--- src/rtl/simd_wr_commit.sv ---
// Commit queue: holds one-hot namespace writes from execute and retires them in order to the banks.
// Latency: one cycle from push to ns_wr_en when the queue is empty and the bank is ready. With SIMD_WR_BYPASS_EN defined this drops to zero.
// Backpressure: upstream is never stalled; a full queue with no pop drops the push and sets overflow_err.
module simd_wr_commit #(
    parameter int NS_ID_BITS        = 3,
    parameter int NS_INDEX_ID_BITS  = 5,
    parameter int BASE_STRIDE_WIDTH = 4 * (NS_INDEX_ID_BITS + NS_ID_BITS),
    parameter int DATA_WIDTH        = 32,
    parameter int FIFO_DEPTH        = 4
) (
    input  logic                         clk,
    input  logic                         reset,
    input  logic [5:0]                   buf_wr_req_in,
    input  logic [BASE_STRIDE_WIDTH-1:0] buf_wr_addr_in,
    input  logic [DATA_WIDTH-1:0]        buf_wr_data_in,
    input  logic [5:0]                   ns_wr_ready,
    output logic [5:0]                   ns_wr_en,
    output logic [BASE_STRIDE_WIDTH-1:0] ns_wr_addr,
    output logic [DATA_WIDTH-1:0]        ns_wr_data,
    input  logic                         clr_err,
    output logic                         overflow_err,
    output logic                         multi_hot_err,
    output logic [15:0]                  stall_cycles,
    output logic                         idle
);
    localparam int AW = $clog2(FIFO_DEPTH);

    typedef struct packed {
        logic [5:0]                   req;
        logic [BASE_STRIDE_WIDTH-1:0] addr;
        logic [DATA_WIDTH-1:0]        data;
    } entry_t;

    entry_t        mem [FIFO_DEPTH];
    entry_t        in_ent;
    entry_t        head;
    logic [AW:0]   wr_ptr;
    logic [AW:0]   rd_ptr;
    logic          empty;
    logic          full;
    logic          in_vld;
    logic          in_multi;
    logic          head_rdy;
    logic          bypass;
    logic          push;
    logic          ovf;
    logic          stall;

    assign in_ent = '{req: buf_wr_req_in, addr: buf_wr_addr_in, data: buf_wr_data_in};
    assign head   = mem[rd_ptr[AW-1:0]];

    // Pointers carry one extra wrap bit so full and empty are distinguishable.
    assign empty = (wr_ptr == rd_ptr);
    assign full  = (wr_ptr[AW-1:0] == rd_ptr[AW-1:0]) && (wr_ptr[AW] != rd_ptr[AW]);

    assign in_vld   = (buf_wr_req_in != 6'd0) && ((buf_wr_req_in & (buf_wr_req_in - 6'd1)) == 6'd0);
    assign in_multi = (buf_wr_req_in != 6'd0) && !in_vld;
    assign head_rdy = !empty && (|(head.req & ns_wr_ready));

`ifdef SIMD_WR_BYPASS_EN
    assign bypass = empty && in_vld && (|(buf_wr_req_in & ns_wr_ready));
`else
    assign bypass = 1'b0;
`endif

    assign push  = in_vld && !bypass && (!full || head_rdy);
    assign ovf   = in_vld && full && !head_rdy;
    assign stall = !empty && !head_rdy;

    always_comb begin
        ns_wr_en   = 6'd0;
        ns_wr_addr = '0;
        ns_wr_data = '0;
        if (head_rdy) begin
            ns_wr_en   = head.req;
            ns_wr_addr = head.addr;
            ns_wr_data = head.data;
        end
`ifdef SIMD_WR_BYPASS_EN
        else if (bypass) begin
            ns_wr_en   = buf_wr_req_in;
            ns_wr_addr = buf_wr_addr_in;
            ns_wr_data = buf_wr_data_in;
        end
`endif
    end

    assign idle = empty && (ns_wr_en == 6'd0);

    always_ff @(posedge clk) begin
        if (push)
            mem[wr_ptr[AW-1:0]] <= in_ent;
    end

    always_ff @(posedge clk or negedge reset) begin
        if (!reset) begin
            wr_ptr        <= '0;
            rd_ptr        <= '0;
            stall_cycles  <= 16'd0;
            overflow_err  <= 1'b0;
            multi_hot_err <= 1'b0;
        end else begin
            if (push)
                wr_ptr <= wr_ptr + 1'b1;
            if (head_rdy)
                rd_ptr <= rd_ptr + 1'b1;
            if (stall && (stall_cycles != 16'hFFFF))
                stall_cycles <= stall_cycles + 16'd1;
            // A new error in the same cycle as clr_err keeps the flag set.
            if (ovf)
                overflow_err <= 1'b1;
            else if (clr_err)
                overflow_err <= 1'b0;
            if (in_multi)
                multi_hot_err <= 1'b1;
            else if (clr_err)
                multi_hot_err <= 1'b0;
        end
    end
endmodule
--- config.mk ---
export PLATFORM = sky130hd
export DESIGN_NAME = simd_wr_commit
export DESIGN_NICKNAME = d
export VERILOG_FILES = /design/src/rtl/simd_wr_commit.sv
export SDC_FILE = /design/constraint.sdc
export NUM_CORES = 1
export LEC_CHECK = 0
export BUFFER_PORTS_ARGS = -buffer_cell sky130_fd_sc_hd__buf_2
export CORE_ASPECT_RATIO = 0.75
export CORE_MARGIN = 2
export CORE_UTILIZATION = 53
export CTS_CLUSTER_DIAMETER = 30
export DETAILED_ROUTE_END_ITERATION = 16
export GPL_TIMING_DRIVEN = 0
export PLACE_DENSITY = 0.75
export SYNTH_ARGS = -nofsm -noshare
export SYNTH_HDL_FRONTEND = slang
export SYNTH_SLANG_ARGS = --single-unit
--- constraint.sdc ---
create_clock -name clk -period 8.1 [get_ports clk]
set_input_delay 2.43 -clock clk [delete_from_list [all_inputs] [get_ports clk]]
set_output_delay 2.43 -clock clk [all_outputs]
set_load 0.1 [all_outputs]
Word-level counts from Yosys, hierarchy flattened
Memories as Yosys holds them, arrays and structs flattened.
Index checks and enable logic that the tools add are counted.
{"block": "totals", "register_bits": 24, "ram_bits": 280, "memories": 1, "inputBits": 79}
{"memory": "mem", "words": 4, "width": 70, "read_ports": 1, "rd_ports_with_merged_regs": 0, "write_ports": 1, "line": "34", "text": "entry_t mem [FIFO_DEPTH];"}
{"block": "op_classes", "n_bitwise": 2, "reduce_logical": 21, "n_addsub": 4, "eq_ne": 4, "n_mux": 8}
{"cell": "32-bit 2-to-1 mux", "count": 2}
{"cell": "16-bit by 1-bit adder with 16-bit output, second input constant", "count": 1}
{"cell": "16-bit inequality test, second input constant", "count": 1}
{"cell": "6-bit AND", "count": 2}
{"cell": "6-bit logical NOT", "count": 2}
{"cell": "1-bit logical AND", "count": 10}
{"cell": "3-bit by 1-bit adder with 3-bit output, second input constant", "count": 2}
{"cell": "6-bit 2-to-1 mux", "count": 1}
{"cell": "6-bit nonzero test", "count": 1}
{"cell": "6-bit OR reduction", "count": 1}
{"cell": "6-bit by 1-bit subtractor with 6-bit output, second input constant", "count": 1}
{"cell": "1-bit 2-to-1 mux", "count": 5}
{"cell": "1-bit logical NOT", "count": 4}
{"cell": "2-bit nonzero test", "count": 2}
{"cell": "3-bit == test", "count": 1}
{"cell": "2-bit == test", "count": 1}
{"cell": "1-bit logical OR", "count": 1}
{"cell": "1-bit inequality test", "count": 1}

Depth between registers and ports, before layout
An unclocked memory read counts as a cell.
{"block": "logic_depth", "ltp_word": 8, "mapped_depth": 8}

Worst setup path after synthesis
No wires, ideal clock.
{"block": "synth_path", "path_type": "in2out", "start": "input ns_wr_ready[0]", "end": "output ns_wr_addr[0]", "arrival_time_ns": 4.357, "setup_slack_ns": 1.313, "stages": 5, "cell_sequence": "a22oi_2 -> a31o_1 -> buf_2 -> buf_2 -> nor2b_1"}
{"block": "synth_via", "elab_chain_len": 4}
{"element": "start: declaration", "line": "16", "text": "input logic [5:0] ns_wr_ready,"}
{"element": "6-bit AND", "line": "58", "text": "assign head_rdy = !empty && (|(head.req & ns_wr_ready));"}
{"element": "6-bit OR reduction", "line": "58"}
{"element": "1-bit logical AND", "line": "58"}
{"element": "32-bit 2-to-1 mux", "line": "74", "text": "if (head_rdy) begin"}
{"element": "end: declaration", "line": "18", "text": "output logic [BASE_STRIDE_WIDTH-1:0] ns_wr_addr,"}
No other way between the ends.

Worst setup path in the final report
{"block": "layout_path", "start": "input ns_wr_ready[5]", "end": "output ns_wr_data[14]"}
{"block": "layout_via", "elab_chain_len": 4}
{"element": "6-bit AND", "line": "58"}
{"element": "6-bit OR reduction", "line": "58"}
{"element": "1-bit logical AND", "line": "58"}
{"element": "32-bit 2-to-1 mux", "line": "74"}
{"element": "end: declaration", "line": "19", "text": "output logic [DATA_WIDTH-1:0] ns_wr_data,"}
No other way between the ends.

==> impl_metrics.json <==
{
  "status": "finished, final reports clean",
  "async_reset_ff_frac": 0.07895,
  "timing.hold.ws_ps": 490.8,
  "die_height_microns": 134.4,
  "timing.setup.tns_ps": 0,
  "critPathRequiredTime_ps": 5670,
  "fp.coreArea_sq_um": 22170,
  "synth_edf_count": 280,
  "fin_nets": 887,
  "cts_buffers": 46,
  "fin_crit_ps": 6390,
  "ant_nets": 0,
  "die_area_sq_um": 23900,
  "hp-class": "reg -> reg",
  "final_hold_viol_count": 0,
  "drc_errors": 0,
  "fp.dieW_microns": 177.9,
  "grt_overflow": 0,
  "grt_pass1_wl_mm": 37.43,
  "maxCapViolCount": 0,
  "globalRouteTotalUtil": 0.2084,
  "synth_seq_cells": 304,
  "r2r_setup_slack_ps": 5030,
  "tritoncts": "done",
  "grt_pass1_vias": 6770,
  "fp-row-count": 47,
  "yosys_warnings": 0,
  "clock_sinks": 304,
  "pre_cts_ws_ps": 1718,
  "cts_resized": 0,
  "post_drt_wl_per_cell_microns": 21.38,
  "synth.area.top_cells": "edfxtp_1, mux4_2, dfrtp_1",
  "drt_iter0_markers": 594,
  "worstPathArrival_ps": 3960,
  "pin_count": 168,
  "yosysMostFrequentCell": "edfxtp_1",
  "finClkSkew_ps": 15.23,
  "routed_wl_mm": 24.26,
  "startpoint_type": "primary input",
  "slew_viol_final": 0,
  "synth_top_area_frac": 0.6999,
  "firstDrtPassIters": 5,
  "portBuffers": 167,
  "start_util": 0.5419,
  "path_max_fanout": 10,
  "final_util": 0.6762,
  "root_buffer": "clkbuf_16",
  "post_drt_via_cell_ratio": 5.565,
  "vias": 6316,
  "synth_cell_types": 43,
  "tightest_slew_ps": 899.8,
  "yosysSeqAreaShare": 0.7498,
  "ys.flop_type": "edfxtp_1",
  "relSlewSlack": 0.4001,
  "critical_path_class": "in -> out",
  "grt_setup_unrepaired": "false",
  "hpwl_mm": 15.20,
  "synth_top_area_cell": "edfxtp_1",
  "cts-htree-levels": 2,
  "netlist_instances": 579,
  "syn_area_sq_um": 12010,
  "drive_gt1_frac": 0.4345,
  "fin_ws_ps": 1710,
  "grt_max_degree": 59,
  "avgSynthCellArea_sq_um": 20.75,
  "cp-end-kind": "output port",
  "fmax_ghz": 0.1565,
  "cts_hold_buf": 0,
  "synthTopCellsByCount": "edfxtp_1, mux4_2, nor2b_1",
  "gp_routability_congestion": 0.8473,
  "insertion_delay_ps": 520,
  "syn2layout_area_growth_pct": 24.79,
  "setup_violations": 0,
  "clk_pin_slew_ps": 50,
  "syn-num-nets": 664,
  "clockBufferDepth": 3,
  "antenna_found_initial": 4,
  "post_cts_buffers": 0,
  "fin_crit_sh": 0.7889
}
## registers in the layout, indices dropped and copies added, names as in the netlist
name           count
stall_cycles      16
mem              280
overflow_err       1
rd_ptr             3
multi_hot_err      1
wr_ptr             3
## final timing paths
path,startpoint,end,depth (start not counted)
min in group asynchronous,reset,stall_cycles[10]$_DFFE_PN0P_,1
max,ns_wr_ready[5],ns_wr_data[14],7
min reg2reg,wr_ptr[2]$_DFFE_PN0P_,wr_ptr[2]$_DFFE_PN0P_,1
max in group asynchronous,reset,stall_cycles[5]$_DFFE_PN0P_,1
max reg2reg,rd_ptr[0]$_DFFE_PN0P_,mem[3][11]$_DFFE_PP_,9
min,wr_ptr[2]$_DFFE_PN0P_,wr_ptr[2]$_DFFE_PN0P_,1
## cells by family (layout without fill, tap and decap cells)
kind of cell	Yosys count	count (layout)	share of synthesized area
flops	304	304	0.7498
buf+inv	35	296	0.01500
fa+ha+maj	8	8	0.008019
compound gates	15	15	0.01260
simple gates	121	121	0.06311
mux	73	73	0.1347
other cells	0	1	0
xor+xnor	23	23	0.01677
## cell type report
| class | instances | area (sq um) |
|---|---|---|
| sequential | 304 | 9009 |
| fill | 1432 | 7178 |
| multi-input combinational | 240 | 2833 |
| clock buffer | 53 | 1241 |
| timing repair buffer | 175 | 991.0 |
| clock inverter | 33 | 367.9 |
| tap | 294 | 367.9 |
| buffer | 27 | 150.1 |
| inverter | 8 | 30.03 |
| antenna | 1 | 2.502 |
## through the flow
step | instances | area, sq um
2_1_floorplan | 579 | 12010
3_3_place_gp | 1040 | 13220
3_5_place_dp | 1048 | 13380
4_1_cts | 1134 | 14990
5_1_grt | 1135 | 14990
6_report | 1135 | 14990
## worst max-delay path: stages
cell and delay, ps:
buf_2 100, a22oi_2 80, a31o_1 210, buf_2 200
buf_2 220, nor2b_1 230, buf_2 470
## layer usage
| metal | global-route usage | routed length [microns] | up-vias |
|---|---|---|---|
| met4 | 0.05282 | 395 | 6 |
| li1 | - | - | 2782 |
| met3 | 0.05896 | 1951 | 43 |
| met5 | 0 | 34 | - |
| met1 | 0.2880 | 10160 | 3226 |
| met2 | 0.3323 | 11720 | 259 |
## cell usage in the layout (no fill, tap or decap), types with 7 or more instances in the layout
cell	instances
buf_2	182
clkbuf_1	10
clkbuf_16	49
clkinvlp_4	7
dfrtp_1	24
edfxtp_1	280
inv_1	8
mux4_2	70
nand3_2	9
nor2_1	8
nor2b_1	70
xnor2_1	17
Power is not shown: default switching activity piles up to over one toggle a cycle in this logic, so the estimate is an artifact.
